File: src/rtl/regfile_wb_arbiter.sv
// Register-file writeback arbiter: LSU > MDU > ALU fixed priority with a
// per-requester aging override, and a one-cycle registered write port.
module regfile_wb_arbiter #(
  parameter int XLEN         = 32,
  parameter int STARVE_LIMIT = 4
) (
  input  logic            clk_i,
  input  logic            rst_ni,
  input  logic            wb_stall_i,
  input  logic            lsu_valid_i,
  input  logic [4:0]      lsu_rd_i,
  input  logic [XLEN-1:0] lsu_data_i,
  output logic            lsu_ready_o,
  input  logic            mdu_valid_i,
  input  logic [4:0]      mdu_rd_i,
  input  logic [XLEN-1:0] mdu_data_i,
  output logic            mdu_ready_o,
  input  logic            alu_valid_i,
  input  logic [4:0]      alu_rd_i,
  input  logic [XLEN-1:0] alu_data_i,
  output logic            alu_ready_o,
  output logic            reg_wr_en_o,
  output logic [4:0]      rd_addr_o,
  output logic [XLEN-1:0] wr_data_o,
  output logic [2:0]      grant_o
);

  localparam logic [3:0] LIMIT = 4'(STARVE_LIMIT);

  logic [2:0]      w_valid;
  logic [2:0]      w_starved;
  logic [2:0]      w_cand;
  logic [2:0]      w_grant;
  logic [4:0]      w_sel_rd;
  logic [XLEN-1:0] w_sel_data;
  logic [3:0]      r_cnt [3];
  logic            r_wr_en;
  logic [4:0]      r_rd;
  logic [XLEN-1:0] r_data;
  logic [2:0]      r_grant;

  assign w_valid = {alu_valid_i, mdu_valid_i, lsu_valid_i};

  // Starved flags and one-hot grant; starved requesters form the candidate set when any exist.
  always_comb begin
    w_starved = 3'b000;
    w_cand    = 3'b000;
    w_grant   = 3'b000;
    for (int i = 0; i < 3; i++) begin
      w_starved[i] = (r_cnt[i] == LIMIT);
    end
    if (!rst_ni || wb_stall_i) begin
      w_cand = 3'b000;
    end else if ((w_valid & w_starved) != 3'b000) begin
      w_cand = w_valid & w_starved;
    end else begin
      w_cand = w_valid;
    end
    if (w_cand[0]) begin
      w_grant = 3'b001;
    end else if (w_cand[1]) begin
      w_grant = 3'b010;
    end else if (w_cand[2]) begin
      w_grant = 3'b100;
    end else begin
      w_grant = 3'b000;
    end
  end

  assign lsu_ready_o = w_grant[0];
  assign mdu_ready_o = w_grant[1];
  assign alu_ready_o = w_grant[2];

  // Winner's destination and data.
  always_comb begin
    w_sel_rd   = 5'd0;
    w_sel_data = '0;
    case (w_grant)
      3'b001: begin
        w_sel_rd   = lsu_rd_i;
        w_sel_data = lsu_data_i;
      end
      3'b010: begin
        w_sel_rd   = mdu_rd_i;
        w_sel_data = mdu_data_i;
      end
      3'b100: begin
        w_sel_rd   = alu_rd_i;
        w_sel_data = alu_data_i;
      end
      default: begin
        w_sel_rd   = 5'd0;
        w_sel_data = '0;
      end
    endcase
  end

  // Wait counters: clear on grant or idle, freeze under stall, saturate at the limit.
  always_ff @(posedge clk_i or negedge rst_ni) begin
    if (!rst_ni) begin
      for (int i = 0; i < 3; i++) begin
        r_cnt[i] <= 4'd0;
      end
    end else begin
      for (int i = 0; i < 3; i++) begin
        if (w_grant[i] || !w_valid[i]) begin
          r_cnt[i] <= 4'd0;
        end else if (wb_stall_i) begin
          r_cnt[i] <= r_cnt[i];
        end else if (r_cnt[i] != LIMIT) begin
          r_cnt[i] <= r_cnt[i] + 4'd1;
        end else begin
          r_cnt[i] <= r_cnt[i];
        end
      end
    end
  end

  // Output register; x0 writes are granted but never enable the register file.
  always_ff @(posedge clk_i or negedge rst_ni) begin
    if (!rst_ni) begin
      r_wr_en <= 1'b0;
      r_rd    <= 5'd0;
      r_data  <= '0;
      r_grant <= 3'b000;
    end else if (w_grant != 3'b000) begin
      r_wr_en <= (w_sel_rd != 5'd0);
      r_rd    <= w_sel_rd;
      r_data  <= w_sel_data;
      r_grant <= w_grant;
    end else begin
      r_wr_en <= 1'b0;
      r_rd    <= r_rd;
      r_data  <= r_data;
      r_grant <= 3'b000;
    end
  end

  assign reg_wr_en_o = r_wr_en;
  assign rd_addr_o   = r_rd;
  assign wr_data_o   = r_data;
  assign grant_o     = r_grant;

endmodule

File: config.mk
export PLATFORM = sky130hd
export DESIGN_NAME = regfile_wb_arbiter
export DESIGN_NICKNAME = d
export VERILOG_FILES = /design/src/rtl/regfile_wb_arbiter.sv
export SDC_FILE = /design/constraint.sdc
export NUM_CORES = 1
export LEC_CHECK = 0
export CORE_AREA = 4 4 87 89
export DETAILED_ROUTE_END_ITERATION = 7
export DIE_AREA = 0 0 91 93
export PLACE_DENSITY = 0.84
export SLEW_MARGIN = 25
export SYNTH_ARGS = -nofsm -noshare
export SYNTH_HDL_FRONTEND = slang
export SYNTH_SLANG_ARGS = --single-unit
File: constraint.sdc
create_clock -name clk_i -period 4.9 [get_ports clk_i]
set_clock_uncertainty 0.15 [all_clocks]
set_input_delay 0.49 -clock clk_i [delete_from_list [all_inputs] [get_ports clk_i]]
set_output_delay 0.49 -clock clk_i [all_outputs]
set_load 0.02 [all_outputs]
==> out/results.tsv <==
metric	value	unit
outcome	finished, final reports clean	
Setup crit end	alu_ready_o	
crit path launch	lsu_valid_i	
reg-to-reg endpoint	wr_data_o[31]	
worst vdd ir	185.5	uV
area of the core	0.006756	mm^2
worst slack at placement	1.152	ns
first-pass GRT wire length	14240	um
HP Class	input pin to asynchronous set/reset pin	
Post-CTS Setup Repair Bufs	0	
Detailed Route WL	8986	um
cell count after synthesis	254	
# rows	30	
1st-iter DRT viols	153	
Max-Cap Viols	0	
clk_lat worst skew	0.30	ns
startpoint types	input pin	
post-CTS resize count	0	
Int Pwr	896.9	uW
# hold bufs at CTS	0	
vias in the first global route	2855	
number of I/O pins	161	
Clock Power Share	24.7	%
# diodes	0	
slew margin rel.	46.99	%
GRT Util Overall	20.64	%
FF-to-FF setup slack	1.86	ns
EDFF count, synth	0	
TNS Setup	0	ns
Fin. Hold Viols	0	
syn nets	377	
Post-synth top cells	dfrtp_1 (53), o22ai_1 (26), a221o_1 (19), a22o_1 (19), a21oi_1 (18)	
Max Freq	264.3	MHz
ys flop type	dfrtp_1	
pwr dens	283.3	mW/mm^2
die area	0.008463	mm^2
Flop pwr share	41.9	%
Worst Path Arrival	3.14	ns
most common cell in the netlist	dfrtp_1	
Fill cells	556	
Least-Margin Pin Slew	0.7952	ns
post-synth top area share	49.49	%
Mapped Area	0.002680	mm^2
routed wire length per instance	18.30	um
dominant cell type by area after synthesis	dfrtp_1	
Synth warnings	0	
initial core utilization	39.67	%
critical path required time	4.26	ns
DP HPWL	6821	um
Syn Area/Cell	10.55	um^2
RSZ-0062 raised after global routing	false	
Register Area	0.001326	mm^2
PortBufs	160	
Comb power frac	33.4	%
Vias	2674	
Final nets	533	
routability congestion estimate	0.7633	
Seq/Total Area, Yosys	49.49	%
global route overflow	0	
post-route worst setup slack	1.116	ns
Yosys cell types	47	
CTS clk-pin slew, worst paths	0.10	ns
Die H	93	um
leakage	0.001847	uW
critical path type	input pin to output pin	
reg2reg path depth	10	
endpoints failing setup	0	
post-synthesis register bit count	53	
area of the multi-input gates	0.001241	mm^2
largest net degree at the start of global routing	55	
part of the cycle the worst path needs	77.22	%
initial antenna violation count	0	
asr flop ratio synth	100.0	%
chip width	91	um
clock sink total	53	
reg-to-reg startpoint	r_cnt[0]	
CTS tree	yes	
sw power	368.7	uW
Layout area overhead	66.67	%
Crit Path Max Fanout	21	
fin. max-slew vios	0	
maximum clock path buffer count	2	
Sw Ratio	29.13	%
H-Tree Depth	2	
share of layout cells above drive strength 1	5.109	%
Tmin final	3.784	ns
Area contributors post-synth	dfrtp_1 (49%), a221o_1 (7.1%), a22o_1 (6.2%), o22ai_1 (6.1%), a21oi_1 (3.4%)	
CTS root buf	clkbuf_8	
Vias per Instance	5.446	
1st-pass router iterations	4	
crit path capture type	output pin	
CTS Buf Count	5	
antenna-violating nets left	0	
# DRC	0	
-- stage by stage --
stage          power [uW]  instances  hold slack [ns]  utilization [%]  cell area [um^2]
3_5_place_dp        962.0        483           0.3193            64.33              4347
3_3_place_gp        953.0        483           0.3153            64.33              4347
2_1_floorplan       710.7        254          0.04441                -              2680
6_report             1266        491           0.1727            66.11              4467
4_1_cts              1274        491           0.2017            66.11              4467
5_1_grt              1322        491           0.2317            66.11              4467
-- metal layers --
layer	part of all wire [%]	vias to the layer above	routed length (um)	track usage (%)
li1	-	1296	-	-
met1	41	1297	3660	25.99
met2	54	70	4841	37.09
met3	3.8	11	342	3.218
met4	1.6	0	142	5.151
met5	0	-	0	0
-- kinds of logic after synthesis --
group	Yosys count	synth area share (%)
AO/OA/AOI/OAI	103	28.67
adder cells (fa/ha/maj)	6	2.801
buffers and inverters	27	4.435
flip-flops	53	49.49
multiplexers	1	0.3735
XOR/XNOR	6	1.961
AND/OR/NAND/NOR	58	12.28
-- worst max-delay path: stages --
cell	delay, ns
clkdlybuf4s50_1	0.61
and4b_1	0.28
o21ba_2	0.21
or2_1	0.65
and3_1	0.27
clkdlybuf4s50_1	0.63
-- cells in the final DEF, fill, tap and decap left out, types with 3 or more instances in the layout --
cell type / instances
buf_4: 6
o22ai_1: 26
nor2b_1: 5
inv_1: 9
a21oi_1: 18
xor2_1: 4
ha_1: 6
and3_1: 3
dfrtp_1: 53
nor2_1: 11
o21ai_0: 3
a221o_1: 19
a22o_1: 19
nand2b_1: 3
clkdlybuf4s50_1: 159
and4b_1: 3
clkbuf_8: 6
nand2_1: 13
o21ai_1: 3
-- worst min-delay path by stage --
stage                  from            end
6_report             rst_ni       r_cnt[5]
5_1_grt              rst_ni       r_cnt[4]
4_1_cts              rst_ni  wr_data_o[30]
3_5_place_dp   rd_addr_o[4]   rd_addr_o[4]
3_3_place_gp   rd_addr_o[4]   rd_addr_o[4]
2_1_floorplan        rst_ni     grant_o[0]
-- power groups by stage --
stage / combinational (uW) / clock [uW] / sequential [uW]
floorplan: 106 / 0 / 604
global placement: 417 / 0 / 536
detailed placement: 424 / 0 / 538
CTS: 426 / 317 / 530
global route: 450 / 333 / 539
finish: 422 / 313 / 530
-- layout make-up --
class / instances / share of cell area (%)
repair buffers: 166 / 36.75
flip-flops and latches: 53 / 29.69
multi-input cells: 174 / 27.79
well taps: 80 / 2.241
clock buffers: 6 / 1.849
clock inverters: 2 / 0.8403
inverters: 10 / 0.8403
-- sequential cells by signal (all words and copies together), names as in the netlist --
signal / cells
grant_o: 3
r_cnt: 12
rd_addr_o: 5
reg_wr_en_o: 1
wr_data_o: 32
No activity file was read; power rests on OpenSTA's default activity.
